===== src/rtl/fila_ctrl_if.sv =====
// fila_ctrl_if: handshake and queue-side bus of the fila sequencing controller.
// master = producers, consumer and the fila queue (the environment).
// slave  = fila_ctrl itself.
`timescale 1ns/1ps
interface fila_ctrl_if #(parameter int DW = 8);
  // Producer A write port
  logic          req_a;
  logic [DW-1:0] data_a;
  logic          ack_a;
  // Producer B write port
  logic          req_b;
  logic [DW-1:0] data_b;
  logic          ack_b;
  // Consumer read port
  logic          rd_req;
  logic          rd_valid;
  logic [DW-1:0] rd_data;
  // fila queue side
  logic [DW-1:0] fila_data;
  logic          fila_enq;
  logic          fila_deq;
  logic [DW-1:0] fila_dout;

  modport master (
    output req_a, data_a, req_b, data_b, rd_req, fila_dout,
    input  ack_a, ack_b, rd_valid, rd_data, fila_data, fila_enq, fila_deq
  );

  modport slave (
    input  req_a, data_a, req_b, data_b, rd_req, fila_dout,
    output ack_a, ack_b, rd_valid, rd_data, fila_data, fila_enq, fila_deq
  );
endinterface


===== src/rtl/fila_ctrl.sv =====
// fila_ctrl: serialises two producers and one consumer onto the 8-entry fila
// queue. One queue operation is in flight at a time; reads take priority,
// writers are served round-robin. Keeps an exact occupancy count because the
// queue's own length output lags by a cycle.
// Optional build macro FILA_CTRL_STATS_EN: saturating enqueue/dequeue totals.
`timescale 1ns/1ps
module fila_ctrl #(
  parameter int DEPTH = 8,
  parameter int DW    = 8
) (
  input  logic         clk_10KHz,
  input  logic         reset,
  fila_ctrl_if.slave   bus,
  output logic [7:0]   count,
  output logic         full,
  output logic         empty,
  output logic [7:0]   enq_total,
  output logic [7:0]   deq_total
);

  typedef enum logic [2:0] {
    S_IDLE  = 3'd0,
    S_ENQ   = 3'd1,
    S_DEQ   = 3'd2,
    S_SHIFT = 3'd3,
    S_RESP  = 3'd4
  } state_e;

  localparam logic       SEL_A   = 1'b0;
  localparam logic       SEL_B   = 1'b1;
  localparam logic [7:0] DEPTH_C = 8'(DEPTH);

  state_e        state_q, state_d;
  logic          winner_q, winner_d;   // producer granted for the current ENQ
  logic          rr_last_q;            // producer granted most recently
  logic [7:0]    count_q;
  logic [DW-1:0] rd_data_q;

  assign count = count_q;
  assign full  = (count_q == DEPTH_C);
  assign empty = (count_q == 8'd0);

  // State register: FSM state plus the grant decided in IDLE.
  // NOTE: sequential state uses non-blocking (<=) so every flop samples
  // pre-edge values regardless of the order blocks are evaluated.
  always_ff @(posedge clk_10KHz or posedge reset) begin
    if (reset) begin
      state_q  <= S_IDLE;
      winner_q <= SEL_A;
    end else begin
      state_q  <= state_d;
      winner_q <= winner_d;
    end
  end

  // Next-state logic: arbitration happens only in IDLE, reads first.
  // NOTE: every signal gets a default before the case so no path leaves it
  // unassigned, which would otherwise infer a latch.
  always_comb begin
    state_d  = state_q;
    winner_d = winner_q;
    case (state_q)
      S_IDLE: begin
        if (bus.rd_req && !empty) begin
          state_d = S_DEQ;
        end else if ((bus.req_a || bus.req_b) && !full) begin
          state_d  = S_ENQ;
          // Tie goes to whoever was not served last; otherwise the lone requester.
          winner_d = (bus.req_a && bus.req_b) ? ~rr_last_q : bus.req_b;
        end
      end
      S_ENQ:   state_d = S_IDLE;
      S_DEQ:   state_d = S_SHIFT;
      S_SHIFT: state_d = S_RESP;
      S_RESP:  state_d = S_IDLE;
      default: state_d = S_IDLE;
    endcase
  end

  // Output decode: Moore strobes from the state registers; write data is the
  // granted producer's word as presented during the ENQ cycle.
  always_comb begin
    bus.ack_a     = 1'b0;
    bus.ack_b     = 1'b0;
    bus.fila_enq  = 1'b0;
    bus.fila_deq  = 1'b0;
    bus.rd_valid  = 1'b0;
    bus.fila_data = '0;
    case (state_q)
      S_ENQ: begin
        bus.fila_enq  = 1'b1;
        bus.ack_a     = (winner_q == SEL_A);
        bus.ack_b     = (winner_q == SEL_B);
        bus.fila_data = (winner_q == SEL_B) ? bus.data_b : bus.data_a;
      end
      S_DEQ:   bus.fila_deq = 1'b1;
      S_RESP:  bus.rd_valid = 1'b1;
      default: ;
    endcase
  end

  // Datapath: occupancy, round-robin history and captured read word.
  // fila presents the dequeued word during SHIFT, so it is captured there.
  always_ff @(posedge clk_10KHz or posedge reset) begin
    if (reset) begin
      count_q   <= 8'd0;
      rr_last_q <= SEL_B;
      rd_data_q <= '0;
    end else begin
      if (state_q == S_ENQ) begin
        rr_last_q <= winner_q;
        if (count_q != DEPTH_C) count_q <= count_q + 8'd1;
      end
      if (state_q == S_SHIFT) begin
        rd_data_q <= bus.fila_dout;
        if (count_q != 8'd0) count_q <= count_q - 8'd1;
      end
    end
  end

  assign bus.rd_data = rd_data_q;

`ifdef FILA_CTRL_STATS_EN
  logic [7:0] enq_total_q, deq_total_q;

  // Saturating totals: one per ENQ cycle, one per SHIFT cycle.
  always_ff @(posedge clk_10KHz or posedge reset) begin
    if (reset) begin
      enq_total_q <= 8'd0;
      deq_total_q <= 8'd0;
    end else begin
      if (state_q == S_ENQ && enq_total_q != 8'hFF)   enq_total_q <= enq_total_q + 8'd1;
      if (state_q == S_SHIFT && deq_total_q != 8'hFF) deq_total_q <= deq_total_q + 8'd1;
    end
  end

  assign enq_total = enq_total_q;
  assign deq_total = deq_total_q;
`else
  assign enq_total = 8'd0;
  assign deq_total = 8'd0;
`endif

endmodule


===== src/flat_wrapper.sv =====
// flat-port wrapper written by rule: the top's interface ports become plain ports
module fila_ctrl_flat 
#(
  parameter int DEPTH = 8,
  parameter int DW    = 8
)
  (clk_10KHz, reset, count, full, empty, enq_total, deq_total, bus_req_a, bus_data_a, bus_req_b, bus_data_b, bus_rd_req, bus_fila_dout, bus_ack_a, bus_ack_b, bus_rd_valid, bus_rd_data, bus_fila_data, bus_fila_enq, bus_fila_deq);
  fila_ctrl_if #(.DW(DW)) bus_i ();
  input  logic clk_10KHz;
  input  logic reset;
  output logic [7:0] count;
  output logic full;
  output logic empty;
  output logic [7:0] enq_total;
  output logic [7:0] deq_total;
  input wire logic [$bits(bus_i.req_a)-1:0] bus_req_a;
  input wire logic [$bits(bus_i.data_a)-1:0] bus_data_a;
  input wire logic [$bits(bus_i.req_b)-1:0] bus_req_b;
  input wire logic [$bits(bus_i.data_b)-1:0] bus_data_b;
  input wire logic [$bits(bus_i.rd_req)-1:0] bus_rd_req;
  input wire logic [$bits(bus_i.fila_dout)-1:0] bus_fila_dout;
  output wire logic [$bits(bus_i.ack_a)-1:0] bus_ack_a;
  output wire logic [$bits(bus_i.ack_b)-1:0] bus_ack_b;
  output wire logic [$bits(bus_i.rd_valid)-1:0] bus_rd_valid;
  output wire logic [$bits(bus_i.rd_data)-1:0] bus_rd_data;
  output wire logic [$bits(bus_i.fila_data)-1:0] bus_fila_data;
  output wire logic [$bits(bus_i.fila_enq)-1:0] bus_fila_enq;
  output wire logic [$bits(bus_i.fila_deq)-1:0] bus_fila_deq;
  assign bus_i.req_a = bus_req_a;
  assign bus_i.data_a = bus_data_a;
  assign bus_i.req_b = bus_req_b;
  assign bus_i.data_b = bus_data_b;
  assign bus_i.rd_req = bus_rd_req;
  assign bus_i.fila_dout = bus_fila_dout;
  assign bus_ack_a = bus_i.ack_a;
  assign bus_ack_b = bus_i.ack_b;
  assign bus_rd_valid = bus_i.rd_valid;
  assign bus_rd_data = bus_i.rd_data;
  assign bus_fila_data = bus_i.fila_data;
  assign bus_fila_enq = bus_i.fila_enq;
  assign bus_fila_deq = bus_i.fila_deq;
  fila_ctrl #(.DEPTH(DEPTH), .DW(DW)) u_core (.clk_10KHz(clk_10KHz), .reset(reset), .bus(bus_i), .count(count), .full(full), .empty(empty), .enq_total(enq_total), .deq_total(deq_total));
endmodule

===== config.mk =====
export PLATFORM = sky130hd
export DESIGN_NAME = fila_ctrl_flat
export DESIGN_NICKNAME = d
export VERILOG_FILES = /design/src/rtl/fila_ctrl_if.sv /design/src/rtl/fila_ctrl.sv /design/src/flat_wrapper.sv
export SDC_FILE = /design/constraint.sdc
export NUM_CORES = 1
export LEC_CHECK = 0
export BUFFER_PORTS_ARGS = -buffer_cell sky130_fd_sc_hd__clkbuf_2
export CORE_MARGIN = 4
export CORE_UTILIZATION = 49
export CTS_BUF_LIST = sky130_fd_sc_hd__clkbuf_8 sky130_fd_sc_hd__clkbuf_16
export CTS_CLUSTER_SIZE = 20
export DETAILED_ROUTE_END_ITERATION = 10
export HOLD_SLACK_MARGIN = 0.06
export MAX_ROUTING_LAYER = met4
export PLACE_DENSITY_LB_ADDON = 0.15
export REMOVE_ABC_BUFFERS = 1
export SETUP_SLACK_MARGIN = 0.3
export SYNTH_ARGS = -nofsm -noshare
export SYNTH_HDL_FRONTEND = slang
export SYNTH_SLANG_ARGS = --single-unit

===== constraint.sdc =====
create_clock -name clk_10KHz -period 4.7 [get_ports clk_10KHz]
set_clock_uncertainty 0.2 [all_clocks]
set_input_delay 0.47 -clock clk_10KHz [delete_from_list [all_inputs] [get_ports clk_10KHz]]
set_output_delay 0.47 -clock clk_10KHz [all_outputs]
set_load 0.01 [all_outputs]

==> run summary <==
Via count = 1408
DP Wirelength = 2795 µm
Syn avg cell area = 8.430 µm²
Max-slew headroom = 37.91%
Clock Latency Late Sink = 0.27 ns
Dpl cell area = 1698 µm²
CP peak stage delay = 0.59 ns
Clk Tree Root Cell = clkbuf_8
ANT cells = 0
CP max stage cell = or3b_1
Worst reg2reg path depth = 6
Reg2reg setup slack = 2.23 ns
Sequential share of the synthesized area = 35.71%
Max Cap Viol = 0
CP endpoint kind = output pin
Worst setup margin = 2.162 ns
Critical R2R Capture = u_core.count[3]$_DFF_PP0_
GPL Wtd Cong = 0.8119
Status = finished clean
Crit path required time = 4.03 ns
# nets final = 261
Slew @ Worst Pin = 0.9314 ns
Hold buffer count at CTS = 0
Lkg Pwr = 0.9530 nW
Area delta synth->final = 18.41%
DRT iter0 DRCs = 52
Cts bufs inserted = 3
Max VDD drop = 0.3983 mV
Die H = 62.87 µm
Max clock buf depth = 2
Cells resized by post-CTS repair = 0
Critical-path cell list = or3b_1, inv_2, and2_1, clkbuf_2
Row count = 19
Final Slew Violations = 0
Clock slew at reported path FFs = 0.08 ns
Core area = 2805 µm²
DIE AREA = 3953 µm²
Die Span X = 62.87 µm
Post-CTS setup buffers = 0
P per Cell Area = 665.9 nW/µm²
Fin. Hold Viols = 0
Vias per cell = 5.436
Final cell count without fillers = 259
Total wire length = 3588 µm
First-pass GRT wire length = 5754 µm
Synth Register Bits = 21
Critical path class = reg -> out
Port bufs = 59
Clock Sinks = 21
Gr usage total = 18.63%
H-tree depth = 1
Main area contributors after synthesis = dfrtp_1, buf_4, nand2_1
Place WS = 2.257 ns
GRT overflow = 0
Drt drc = 0
Synth warn = 0
Final Critical Period = 2.538 ns
Yosys top cell by area = dfrtp_1
CP startpoint kind = register
DR pass1 iterations = 4
Netlist Area Pre-Place = 1475 µm²
CP endpoint = bus_ack_b
Crit share post-route = 54.01%
Synth Flop Type = dfrtp_1
Antenna Nets Post-Route = 0
Hold Crit Class = in -> async
Final Power = 1.163 mW
# IOs = 76
Fmax = 0.3939 GHz
Placed cells = 255
RSZ-0062 raised after global routing = no
Mean routed wirelength per cell = 13.85 µm
Vias in the first global route = 1266
Pin count of the biggest net entering global routing = 22
Largest fanout on the critical path = 12
Critical R2R Launch = u_core.count[0]$_DFF_PP0_
Ys async rst share = 100.0%
Initial antenna violation count = 0
Ratio of cells with drive above 1 in the final layout = 30.70%
Synth top area share = 33.93%
EDFF count, synth = 0
Initial Utilization = 52.59%
Cell area after layout = 1747 µm²
Launch point of the worst path = u_core.state_q[2]$_DFFE_PP0P_
Mapped Cells = 175
Synth unique cells = 41
Arr. time, crit path = 1.87 ns
Fin Setup TNS = 0 ns
Final setup vio count = 0
CTS tree = built
-- synth_stat cells (2+ instances only) --
cell	instances
buf_2	2
a21oi_1	7
buf_4	17
nor2_1	11
and3_1	3
nor3_1	6
nand4_1	7
nand2b_1	3
a31oi_1	6
a41o_1	2
a22oi_1	2
nor3b_1	3
ha_1	3
nor2b_1	3
nand3_1	3
a32oi_1	4
dfrtp_1	20
nand2_1	32
mux2i_1	8
clkbuf_1	5
inv_1	8
-- layout by cell type, fill, tap and decap left out, types with 2 or more instances in the layout --
| cell type | n |
|---|---|
| a41o_1 | 2 |
| nor3_1 | 6 |
| nand3_1 | 3 |
| nand2_1 | 32 |
| nand2b_1 | 3 |
| and3_1 | 3 |
| mux2i_1 | 8 |
| clkbuf_8 | 3 |
| conb_1 | 16 |
| nand4_1 | 7 |
| nor2b_1 | 3 |
| nor2_1 | 11 |
| a31oi_1 | 6 |
| a21oi_1 | 7 |
| nor3b_1 | 3 |
| ha_1 | 3 |
| clkbuf_2 | 59 |
| a32oi_1 | 4 |
| dfrtp_1 | 20 |
| inv_1 | 8 |
| a22oi_1 | 2 |
-- power breakdown --
part	internal [mW]	switching, mW
clock	0.0601	0.0622
sequential	0.273	0.151
combinational	0.266	0.352
-- kinds of logic (layout without fill, tap and decap cells) --
family,after synthesis,count (layout),share of synthesized area [%]
XOR/XNOR,1,1,0.5938
adder cells (fa/ha/maj),3,3,2.545
flip-flops,21,21,35.71
multiplexers,8,8,5.429
other,1,16,0.2542
AND/OR/NAND/NOR,79,79,27.74
AO/OA/AOI/OAI,28,28,14.08
buffers and inverters,34,72,13.66
-- registers in the layout (all words and copies together) (netlist names) --
register            cells
u_core.state_q          3
u_core.bus.rd_data      8
u_core.count            8
u_core.rr_last_q        1
u_core.winner_q         1
-- worst min path at each step --
stage                                                 start                                 to  cells after the start
after floorplan                                       reset  u_core.bus.rd_data[0]$_DFFE_PP0N_                      1
after global placement    u_core.bus.rd_data[3]$_DFFE_PP0N_  u_core.bus.rd_data[3]$_DFFE_PP0N_                      2
after detailed placement  u_core.bus.rd_data[1]$_DFFE_PP0N_  u_core.bus.rd_data[1]$_DFFE_PP0N_                      2
after CTS                                             reset  u_core.bus.rd_data[6]$_DFFE_PP0N_                      2
after global routing                              bus_req_a        u_core.winner_q$_DFFE_PP0P_                      2
final                                                 reset  u_core.bus.rd_data[6]$_DFFE_PP0N_                      2
-- area by class of cell --
class | count | area [µm²]
sequential | 21 | 526.8
inverter | 9 | 33.78
fill | 257 | 1059
timing repair buffer | 59 | 295.3
clock buffer | 3 | 41.29
clock inverter | 1 | 7.507
tap | 31 | 38.79
multi-input combinational | 135 | 803.3
-- critical path: cells and delay by family (launching register included) --
family        cells  cell delay, ns
flops             1            0.45
simple gates      2            0.76
buf+inv           2            0.39
-- metal layers --
metal / vias to the layer above / share of wire (%) / track usage (%)
met1: 619 / 42 / 21.32
met3: 8 / 10 / 5.216
met2: 87 / 46 / 30.70
met5: - / 0 / -
met4: 0 / 1.8 / 7.438
li1: 694 / - / -
-- stage by stage --
stage	hold WS, ns	utilization (%)
finish	0.1088	62.27
detailed placement	0.2653	60.53
CTS	0.1417	62.27
global placement	0.2604	60.53
floorplan	0.2458	-
global route	0.1831	62.27
No activity file was read; power rests on OpenSTA's default activity.
